--- src/rtl/regfile.sv ---
// 32x32 RISC-V integer register file: two combinational read ports,
// one write port with write-through bypass, synchronous active-high reset.
//   clk_i, rst_i            : clock, sync reset (clears all registers)
//   we_i, waddr_i, wdata_i  : write port (writes to x0 are dropped)
//   raddr1_i/2_i, rdata1_o/2_o : read ports
module regfile (
  input  logic        clk_i,
  input  logic        rst_i,
  input  logic        we_i,
  input  logic [4:0]  waddr_i,
  input  logic [31:0] wdata_i,
  input  logic [4:0]  raddr1_i,
  input  logic [4:0]  raddr2_i,
  output logic [31:0] rdata1_o,
  output logic [31:0] rdata2_o
);

  logic [31:0] regs_q [32];
  logic        wen_d;

  assign wen_d = we_i && (waddr_i != 5'd0);

  // x0 is never written, so it stays at its reset value of zero.
  always_ff @(posedge clk_i) begin
    if (rst_i) begin
      for (int i = 0; i < 32; i++) begin
        regs_q[i] <= '0;
      end
    end else if (wen_d) begin
      regs_q[waddr_i] <= wdata_i;
    end
  end

  // Same-cycle write is forwarded so a reader never sees stale data.
  always_comb begin
    rdata1_o = regs_q[raddr1_i];
    if (rst_i || raddr1_i == 5'd0) begin
      rdata1_o = '0;
    end else if (we_i && waddr_i == raddr1_i) begin
      rdata1_o = wdata_i;
    end
  end

  always_comb begin
    rdata2_o = regs_q[raddr2_i];
    if (rst_i || raddr2_i == 5'd0) begin
      rdata2_o = '0;
    end else if (we_i && waddr_i == raddr2_i) begin
      rdata2_o = wdata_i;
    end
  end

endmodule

--- config.mk ---
export PLATFORM = sky130hd
export DESIGN_NAME = regfile
export DESIGN_NICKNAME = d
export VERILOG_FILES = /design/src/rtl/regfile.sv
export SDC_FILE = /design/constraint.sdc
export NUM_CORES = 2
export LEC_CHECK = 0
export BUFFER_PORTS_ARGS = -buffer_cell sky130_fd_sc_hd__buf_4
export CAP_MARGIN = 5
export CORE_MARGIN = 8
export CORE_UTILIZATION = 65
export DETAILED_ROUTE_END_ITERATION = 10
export HOLD_SLACK_MARGIN = 0.06
export PLACE_DENSITY = 0.82
export SKIP_CTS_REPAIR_TIMING = 1
export SLEW_MARGIN = 20
export SYNTH_ARGS = -nofsm -noshare
export SYNTH_HDL_FRONTEND = slang
export SYNTH_SLANG_ARGS = --single-unit
--- constraint.sdc ---
create_clock -name clk_i -period 5.9 [get_ports clk_i]
set_input_delay 0 -clock clk_i [delete_from_list [all_inputs] [get_ports clk_i]]
set_output_delay 0 -clock clk_i [all_outputs]
set_load 0.05 [all_outputs]
==> flow_metrics.env <==
export IMPL_antenna_left=0
export IMPL_grt_pass1_vias=38300
export IMPL_drc_errors=0
export IMPL_clk_pin_slew_ps=60
export IMPL_port_buffers=113
export IMPL_netlist_instances=3863
export IMPL_cts_tree="built"
export IMPL_synth_seq_cells=1024
export IMPL_power_density_nw_per_um2=292
export IMPL_rsz0062_at_grt="false"
export IMPL_fin_setup_tns_ps=0
export IMPL_syn2layout_area_growth_pct=10.5
export IMPL_clock_sinks=1024
export IMPL_synth_ff_type="edfxtp_1"
export IMPL_via_per_inst=7.77
export IMPL_leakagePower_uw=0.0216
export IMPL_cp_required_ps=5900
export IMPL_hp_class="input port to flip-flop"
export IMPL_finalHoldViolCount=0
export IMPL_maxSlewViolCount=0
export IMPL_startpoint_type="input port"
export IMPL_cts_max_level=3
export IMPL_cts_root_buf="clkbuf_16"
export IMPL_tightest_slew_ps=1320
export IMPL_syn_area_um2=55100
export IMPL_relSlewSlack=0.117
export IMPL_status="complete, no violations"
export IMPL_pin_count=114
export IMPL_post_place_ws_ps=2520
export IMPL_grt_max_degree=104
export IMPL_cts_buffers=104
export IMPL_setup_slack_ps=1960
export IMPL_initial_utilization=0.657
export IMPL_vdd_drop_max_uv=268
export IMPL_grt_util_all_layers=0.398
export IMPL_grt_first_pass_wirelength_um=268000
export IMPL_firstDrtPassIters=7
export IMPL_fill_cells=5216
export IMPL_period_minus_slack_ps=3940
export IMPL_clockBufferDepth=3
export IMPL_vias=39400
export IMPL_first_iter_violations=8381
export IMPL_core_um2=83800
export IMPL_overflow=0
export IMPL_die_width_um=307
export IMPL_syn_avg_cell_area_um2=14.3
export IMPL_largest_reg_flops=1024
export IMPL_num_rows=106
export IMPL_routabilityCongestion=0.901
export IMPL_cp_end_kind="output port"
export IMPL_drive_gt1_frac=0.214
export IMPL_yosysWarningCount=0
export IMPL_grt_antenna_before_repair=24
export IMPL_die_height_um=307
export IMPL_hpwl_um=106000
export IMPL_regMostFlops="regs_q"
export IMPL_cp_arrival_ps=3940
export IMPL_synth_cell_types=49
export IMPL_fmax_mhz=254
export IMPL_max_cap_violations=0
export IMPL_setup_violations=0
export IMPL_synth_edf_count=1024
export IMPL_finalWirelength_um=192000
export IMPL_yosysSeqAreaShare=0.558
export IMPL_wl_per_cell_um=37.8
export IMPL_dieArea_um2=94300
export IMPL_largestRegisters="regs_q: 1024 flops"
export IMPL_synthArstFlopShare=0
export IMPL_final_nets=3874
export IMPL_period_share=0.668
export IMPL_critPathMaxFanout=36
export IMPL_timing_worst_setup_path_type="input port to output port"
[worst paths after layout]
| check | startpoint | cells after the start | endpoint |
|---|---|---|---|
| max | rst_i | 9 | rdata1_o[7] |
| min | wdata_i[6] | 3 | regs_q[26][6] |
[placed cells by master (no fill, tap or decap), drive strengths merged, types with 62 or more instances in the layout]
cell,synthesis,routed
clkbuf,292,128
and2,995,995
o21ai,63,63
mux2i,283,283
mux4,386,386
a221oi,63,63
buf,129,212
nand2,192,192
a22oi,95,95
edfxtp,1024,1024
a32o,62,62
[metal layers]
| layer | up-vias | share of wire | wire length, um | track usage |
|---|---|---|---|---|
| met3 | 1024 | 0.18 | 34100 | 0.143 |
| met1 | 19200 | 0.31 | 59200 | 0.509 |
| li1 | 14700 | - | - | - |
| met5 | - | 0.00038 | 73 | 0 |
| met2 | 4440 | 0.44 | 83500 | 0.580 |
| met4 | 6 | 0.078 | 14900 | 0.253 |
[final cells by class]
cell class | count | area [um2] | share of cell area
Multi-Input combinational cell | 2445 | 23200 | 0.382
Clock buffer | 128 | 2800 | 0.0460
Inverter | 4 | 16.3 | 0.000267
Antenna cell | 21 | 52.6 | 0.000863
Tap cell | 1134 | 1420 | 0.0233
Clock inverter | 66 | 612 | 0.0100
Sequential cell | 1024 | 30700 | 0.505
Timing Repair Buffer | 245 | 2010 | 0.0330
[cells by family after synthesis]
logic type | synth area share
buffers and inverters | 0.0344
and+or+nand+nor | 0.135
muxes | 0.209
other | 0.0000681
AOI/OAI and AO/OA | 0.0615
DFF | 0.558
xor gates and xnor gates | 0.00159
[worst max-delay path, stage by stage]
cell and delay (ps):
dlygate4sd3_1 540, buf_4 390, inv_2 140, buf_4 720, nand2_1 320, nor2b_4 650, buf_4 540, a32o_1 330
buf_4 230
[report_power, final]
group          switching [uW]  internal (uW)
sequential                233           8410
combinational            1470            859
clock                    2930           3840
[cells in the mapped netlist (3+ instances only)]
master	count	share of area
a21o_1	30	0.0041
nand2_1	192	0.013
clkbuf_1	291	0.020
buf_1	14	0.00095
nor2b_1	3	0.00034
a221oi_1	63	0.010
or3b_1	3	0.00048
o22ai_1	31	0.0035
mux4_2	386	0.16
a21oi_1	34	0.0031
edfxtp_1	1024	0.56
o21ai_0	62	0.0056
a211oi_1	32	0.0044
o221ai_1	32	0.0051
buf_6	19	0.0039
a32o_1	62	0.011
xor2_1	8	0.0013
mux2i_1	283	0.051
buf_4	15	0.0020
nand3b_1	6	0.00082
and2_1	994	0.11
buf_2	81	0.0074
a22oi_1	95	0.013
nand3_1	34	0.0031
nor2_1	39	0.0027
[through the flow]
stage	total power, uW	instance area [um2]	hold slack [ps]	utilization	cells
CTS	17600	60500	-191	0.722	5013
floorplan	10200	55200	198	-	3894
global route	18000	60900	410	0.726	5055
detailed placement	11000	57100	523	0.681	4819
global placement	10900	57100	513	0.681	4819
finish	17800	60900	388	0.726	5067
No activity file was read; power rests on OpenSTA's default activity.
